[src/rtl/otter_io_pkg.sv]
// Shared register offsets and the timer control layout for the OTTER IOBUS responder.
package otter_io_pkg;

  localparam logic [7:0] OFF_SW    = 8'h00;
  localparam logic [7:0] OFF_LED   = 8'h20;
  localparam logic [7:0] OFF_CTRL  = 8'h40;
  localparam logic [7:0] OFF_PRESC = 8'h44;
  localparam logic [7:0] OFF_COUNT = 8'h48;
  localparam logic [7:0] OFF_CMP   = 8'h4C;
  localparam logic [7:0] OFF_STAT  = 8'h50;

  localparam int CTRL_EN = 0;
  localparam int CTRL_AR = 1;
  localparam int CTRL_IE = 2;

  // Field order puts en at bit 0 so the struct overlays the CTRL register bits.
  typedef struct packed {
    logic ie;
    logic ar;
    logic en;
  } tmr_ctrl_t;

endpackage

[src/rtl/otter_io_timer.sv]
// Prescaled compare timer: prescaler, COUNT, match detection and the PEND flag.
module otter_io_timer
  import otter_io_pkg::*;
(
  input  logic        clk,
  input  logic        rst,
  input  tmr_ctrl_t   i_ctrl,
  input  logic [31:0] i_presc,
  input  logic [31:0] i_cmp,
  input  logic        i_restart,
  input  logic        i_pend_clr,
  output logic [31:0] o_count,
  output logic        o_pend,
  output logic        o_pend_nxt,
  output logic        o_en_clr
);

  logic [31:0] r_pre;
  logic [31:0] r_count;
  logic        r_pend;
  logic        w_tick;
  logic        w_match;
  logic        w_unused_ie;

  assign w_tick      = i_ctrl.en && (r_pre == i_presc);
  assign w_match     = w_tick && (r_count == i_cmp);
  assign o_en_clr    = w_match && !i_ctrl.ar;
  // A match on the same edge as a clear request leaves PEND set.
  assign o_pend_nxt  = w_match || (r_pend && !i_pend_clr);
  assign o_count     = r_count;
  assign o_pend      = r_pend;
  // IRQ enable is applied at the top level, where the INTR flop lives.
  assign w_unused_ie = i_ctrl.ie;

  always_ff @(posedge clk) begin
    if (rst) begin
      r_pre   <= '0;
      r_count <= '0;
      r_pend  <= 1'b0;
    end else begin
      r_pend <= o_pend_nxt;
      if (i_restart) begin
        r_pre   <= '0;
        r_count <= '0;
      end else if (i_ctrl.en) begin
        if (w_tick) begin
          r_pre <= '0;
          if (w_match) begin
            if (i_ctrl.ar) r_count <= '0;
          end else begin
            r_count <= r_count + 32'd1;
          end
        end else begin
          r_pre <= r_pre + 32'd1;
        end
      end
    end
  end

endmodule

[src/rtl/otter_iobus_periph.sv]
// OTTER IOBUS responder: address decode, zero-latency read mux, LED/switch/CTRL registers and the timer.
module otter_iobus_periph
  import otter_io_pkg::*;
#(
  parameter logic [31:0] BASE_ADDR   = 32'h1100_0000,
  parameter int          SW_WIDTH    = 16,
  parameter int          LED_WIDTH   = 16,
  parameter int          SYNC_STAGES = 2
) (
  input  logic                 CLOCK,
  input  logic                 RESET,
  input  logic [31:0]          IOBUS_ADDR,
  input  logic [31:0]          IOBUS_OUT,
  input  logic                 IOBUS_WR,
  output logic [31:0]          IOBUS_IN,
  input  logic [SW_WIDTH-1:0]  SWITCHES,
  output logic [LED_WIDTH-1:0] LEDS,
  output logic                 INTR
);

  logic [SW_WIDTH-1:0]  r_sync [SYNC_STAGES];
  logic [LED_WIDTH-1:0] r_led;
  tmr_ctrl_t            r_ctrl;
  logic [31:0]          r_presc;
  logic [31:0]          r_cmp;
  logic                 r_intr;

  logic        w_hit;
  logic [7:0]  w_off;
  logic        w_we;
  logic        w_wr_led;
  logic        w_wr_ctrl;
  logic        w_wr_presc;
  logic        w_wr_cmp;
  logic        w_wr_stat;
  tmr_ctrl_t   w_ctrl_nxt;
  logic [31:0] w_count;
  logic        w_pend;
  logic        w_pend_nxt;
  logic        w_en_clr;
  logic [31:0] w_rdata;

  assign w_hit      = (IOBUS_ADDR[31:8] == BASE_ADDR[31:8]);
  assign w_off      = IOBUS_ADDR[7:0];
  assign w_we       = IOBUS_WR && w_hit;
  assign w_wr_led   = w_we && (w_off == OFF_LED);
  assign w_wr_ctrl  = w_we && (w_off == OFF_CTRL);
  assign w_wr_presc = w_we && (w_off == OFF_PRESC);
  assign w_wr_cmp   = w_we && (w_off == OFF_CMP);
  assign w_wr_stat  = w_we && (w_off == OFF_STAT);

  // A software CTRL write overrides the one-shot EN self-clear on the same edge.
  always_comb begin
    w_ctrl_nxt = r_ctrl;
    if (w_wr_ctrl) begin
      w_ctrl_nxt = tmr_ctrl_t'(IOBUS_OUT[2:0]);
    end else if (w_en_clr) begin
      w_ctrl_nxt.en = 1'b0;
    end
  end

  otter_io_timer u_timer (
    .clk        (CLOCK),
    .rst        (RESET),
    .i_ctrl     (r_ctrl),
    .i_presc    (r_presc),
    .i_cmp      (r_cmp),
    .i_restart  (w_wr_ctrl || w_wr_cmp),
    .i_pend_clr (w_wr_stat && IOBUS_OUT[0]),
    .o_count    (w_count),
    .o_pend     (w_pend),
    .o_pend_nxt (w_pend_nxt),
    .o_en_clr   (w_en_clr)
  );

  always_ff @(posedge CLOCK) begin
    if (RESET) begin
      for (int i = 0; i < SYNC_STAGES; i++) r_sync[i] <= '0;
    end else begin
      r_sync[0] <= SWITCHES;
      for (int i = 1; i < SYNC_STAGES; i++) r_sync[i] <= r_sync[i-1];
    end
  end

  // INTR is computed from next-state values so it rises and falls with PEND.
  always_ff @(posedge CLOCK) begin
    if (RESET) begin
      r_led   <= '0;
      r_ctrl  <= '0;
      r_presc <= '0;
      r_cmp   <= '0;
      r_intr  <= 1'b0;
    end else begin
      r_ctrl <= w_ctrl_nxt;
      r_intr <= w_pend_nxt && w_ctrl_nxt.ie;
      if (w_wr_led)   r_led   <= IOBUS_OUT[LED_WIDTH-1:0];
      if (w_wr_presc) r_presc <= IOBUS_OUT;
      if (w_wr_cmp)   r_cmp   <= IOBUS_OUT;
    end
  end

  always_comb begin
    w_rdata = '0;
    if (w_hit) begin
      case (w_off)
        OFF_SW:    w_rdata = 32'(r_sync[SYNC_STAGES-1]);
        OFF_LED:   w_rdata = 32'(r_led);
        OFF_CTRL:  w_rdata = {29'd0, r_ctrl};
        OFF_PRESC: w_rdata = r_presc;
        OFF_COUNT: w_rdata = w_count;
        OFF_CMP:   w_rdata = r_cmp;
        OFF_STAT:  w_rdata = {31'd0, w_pend};
        default:   w_rdata = '0;
      endcase
    end
  end

  assign IOBUS_IN = w_rdata;
  assign LEDS     = r_led;
  assign INTR     = r_intr;

endmodule

[config.mk]
export PLATFORM = sky130hd
export DESIGN_NAME = otter_iobus_periph
export DESIGN_NICKNAME = d
export VERILOG_FILES = /design/src/rtl/otter_io_pkg.sv /design/src/rtl/otter_io_timer.sv /design/src/rtl/otter_iobus_periph.sv
export SDC_FILE = /design/constraint.sdc
export NUM_CORES = 1
export LEC_CHECK = 0
export ABC_AREA = 1
export CORE_ASPECT_RATIO = 0.7
export CORE_UTILIZATION = 30
export DETAILED_ROUTE_END_ITERATION = 6
export HOLD_SLACK_MARGIN = 0.02
export PLACE_DENSITY = 0.45
export SYNTH_ARGS = -nofsm -noshare
export SYNTH_HDL_FRONTEND = slang
export SYNTH_HIERARCHICAL = 1
export SYNTH_SLANG_ARGS = --single-unit
[constraint.sdc]
create_clock -name CLOCK -period 2.4 [get_ports CLOCK]
set_clock_uncertainty 0.15 [all_clocks]
set_input_delay 0.48 -clock CLOCK [delete_from_list [all_inputs] [get_ports CLOCK]]
set_output_delay 0.48 -clock CLOCK [all_outputs]
set_load 0.1 [all_outputs]
==> impl_results.md <==
* Final hold vios at 0
* Crit path kind: in -> out
* GRT Resource Usage Total at 0.2443
* Min-delay worst type: reg -> reg
* Vias post-DR at 12480
* Initial antenna violation count at 2
* Clock transition at path regs at 0.08 ns
* Core area at 36070 um2
* Failing checks: setup timing
* Crit end category: primary output
* Die W at 231.2 um
* Synth cell types at 46
* Number of enable flip-flop cells after synthesis at 0
* Min Tclk post-route at approximately 2.6 ns
* Final Cycle Share at 1.102
* Slowest-stage cell, CP: buf_12
* Worst skew pair latency at around 0.46 ns
* RSZ-0062 raised after global routing: yes
* Fraction of layout cells with a size suffix above 1 at 0.2295
* Worst endpoint required time at 1.77 ns
* Largest net degree at the start of global routing at 40
* Mapped Cells at 1870
* Inserted Clock Buffers at 17
* Worst Path Arrival at 2.02 ns
* CTS HTree Levels at 4
* Status: complete, but fails checks
* Synth Register Bits at about 180
* GPL Wtd Cong at 0.8989
* CP max stage delay at 0.18 ns
* CTS tree: built
* Final setup viols at between 100 and 150
* Cells along the critical path: buf_8, nor2_4, nand3_4, inv_2, nand2_2, inv_2, nor2_2, nand3_2, nand2_8, buf_12, buf_12, nor2_4, buf_12
* Post-synthesis sequential area ratio at 0.3284
* DR WL/cell at 17.26 um
* Clock buffer depth at 2
* CP Launch Type: input port
* DRT Pass-1 Iters at 6
* Post-Syn Area at 11030 um2
* Clk sinks at around 180
* Maximum clock frequency at 0.3779 GHz
* First-pass GRT wire length at 69050 um
* CTS root buf: clkbuf_16
* Worst slew margin at 0.6230
* Setup ws final at -0.2459 ns
* Initial Util at 0.3059
* Vias in the first global route at 11810
* Slew Viols, Final at 0
* Layout Area Growth over Synthesis at 48.49%
* Die Area at 37560 um2
* Critical Path Fanout Max at 8
* Mapped Avg Cell Area at 5.900 um2
* Synth async-reset ratio at 0
* Max IR drop VDD at roughly 560 uV
* Placed Instances at between 2000 and 3000
* Final net count at 2233
* Synth Flop Type: dfxtp_1
* PD cells at 394.0 nW/um2
* Buffers on Ports at 131
* DRC viols at 0
* Non-Filler Instances at 2643
* Place WS at -0.6115 ns
* Post-route antenna net violation count at 0
* Worst-margin pin slew at 0.5604 ns
* HPWL after DPL at approximately 34000 um
* Max cap viols at 0
* CP most frequent cell: buf_12
* GR Overflow Total at 0
* Row Count at 58
* Die Height at between 150 and 200 um
* DR iter-0 viols at 1074
* Boundary Pins at 132
* Pleak at between 7 and 8 nW
* Vias per cell at 4.720
* Hold buffers post-CTS at 0
* Post-synthesis net count at 1955
* DRT Wirelength at 45620 um
* Ys Warns at 6
## flip-flops by register name, summed over array words and instances, names as in the netlist
| signal | cells |
|---|---|
| r_sync | 32 |
| LEDS | 16 |
| u_timer/r_pre | 32 |
| u_timer/o_pend | 1 |
| r_presc | 32 |
| r_cmp | 32 |
| r_ctrl | 3 |
| u_timer/o_count | 32 |
| INTR | 1 |
## critical path, delay by kind of cell
family / cells / cell delay (ns)
simple gates: 7 / 0.76
buf+inv: 6 / 0.75
## final timing paths
| path | from | endpoint | slack [ns] | cells after the start |
|---|---|---|---|---|
| min reg2reg | r_sync[0][8] | r_sync[0][24] | 0.26 | 2 |
| max | IOBUS_ADDR[0] | IOBUS_IN[13] | -0.25 | 13 |
| min | r_sync[0][8] | r_sync[0][24] | 0.26 | 2 |
| max reg2reg | r_presc[11] | r_ctrl[0] | 0.17 | 15 |
## layer usage
layer	vias to the layer above	part of all wire	GRT usage
li1	6313	-	-
met3	44	0.079	0.06810
met4	0	0.016	0.05659
met2	356	0.41	0.3613
met1	5762	0.49	0.3479
met5	-	0	0
## metrics by stage
stage | total power [mW] | utilization | instance area, um2 | hold slack (ns) | setup TNS (ns)
finish | 6.455 | 0.4542 | 16380 | 0.2557 | -8.985
global route | 6.700 | 0.4542 | 16380 | 0.2719 | -17.82
CTS | 6.503 | 0.4370 | 15760 | 0.2573 | -5.139
detailed placement | 3.463 | 0.3998 | 14420 | 0.2454 | -48.94
global placement | 3.462 | 0.3998 | 14420 | 0.2469 | -47.78
floorplan | 3.222 | - | 11290 | 0.2383 | -3.958
## Yosys cell counts (all sizes together), types with 2 or more instances
cell type  instances  area, um2
nor3b              3      27.52
and2               2      12.51
buf               45      320.3
inv              237      889.6
dfxtp            181       3623
nor3              41      244.0
a22oi              7      52.55
xnor2             12      105.1
nand3b             2      15.01
o21ai             93      469.2
clkbuf            15      62.56
nand4             31      200.2
nor2             462       1788
nor4               2      12.51
or2                3      18.77
nand2            574       2162
clkinv             2      10.01
a21oi             45      262.8
ha                 2      25.02
xor2              23      201.4
nand3             79      460.5
a211oi             4      30.03
## power breakdown
group,internal [mW],leakage (nW),switching (mW)
clock,1.44,0.298,1.56
combinational,0.214,5.49,0.217
sequential,3.02,1.47,0.00740
total,4.68,7.26,1.78
## layout by cell type (no fill, tap or decap), types with 7 or more instances in the layout
cell type / count
nor2_4: 30
clkdlybuf4s15_1: 22
xnor2_1: 11
dfxtp_2: 19
dfxtp_1: 162
buf_6: 20
xor2_1: 23
nand2_1: 544
clkdlybuf4s50_1: 50
nor3_1: 33
nand3_4: 7
inv_2: 16
buf_4: 145
nand4_1: 30
inv_1: 214
o21ai_0: 19
a21oi_1: 25
o21ai_2: 39
a21oi_2: 10
nor2_1: 414
clkbuf_16: 24
nand2_4: 7
nand3_1: 64
nor2_2: 17
inv_8: 7
nand2_2: 22
buf_12: 60
o21ai_1: 33
a21oi_4: 10
nand3_2: 8
## cells by family after synthesis
logic type / synth area share
compound gates: 0.07746
xor+xnor: 0.02778
fa+ha+maj: 0.002268
buf+inv: 0.1162
flops: 0.3284
simple gates: 0.4478
## final cells by class
type,instances,area [um2]
Clock buffer,17,425.4
Fill cell,3720,19680
Multi-Input combinational cell,1390,6890
Antenna cell,2,5.005
Tap cell,480,600.6
Sequential cell,181,3647
Timing Repair Buffer,319,3675
Inverter,239,944.7
Clock inverter,15,195.2
## timing repair
action	in CTS	in global routing
gates cloned	7	7
gates resized for setup	186	171
pin swaps	47	42
setup buffers	29	13
setup endpoints to repair	36	158
(Power assumes the default switching activity.)
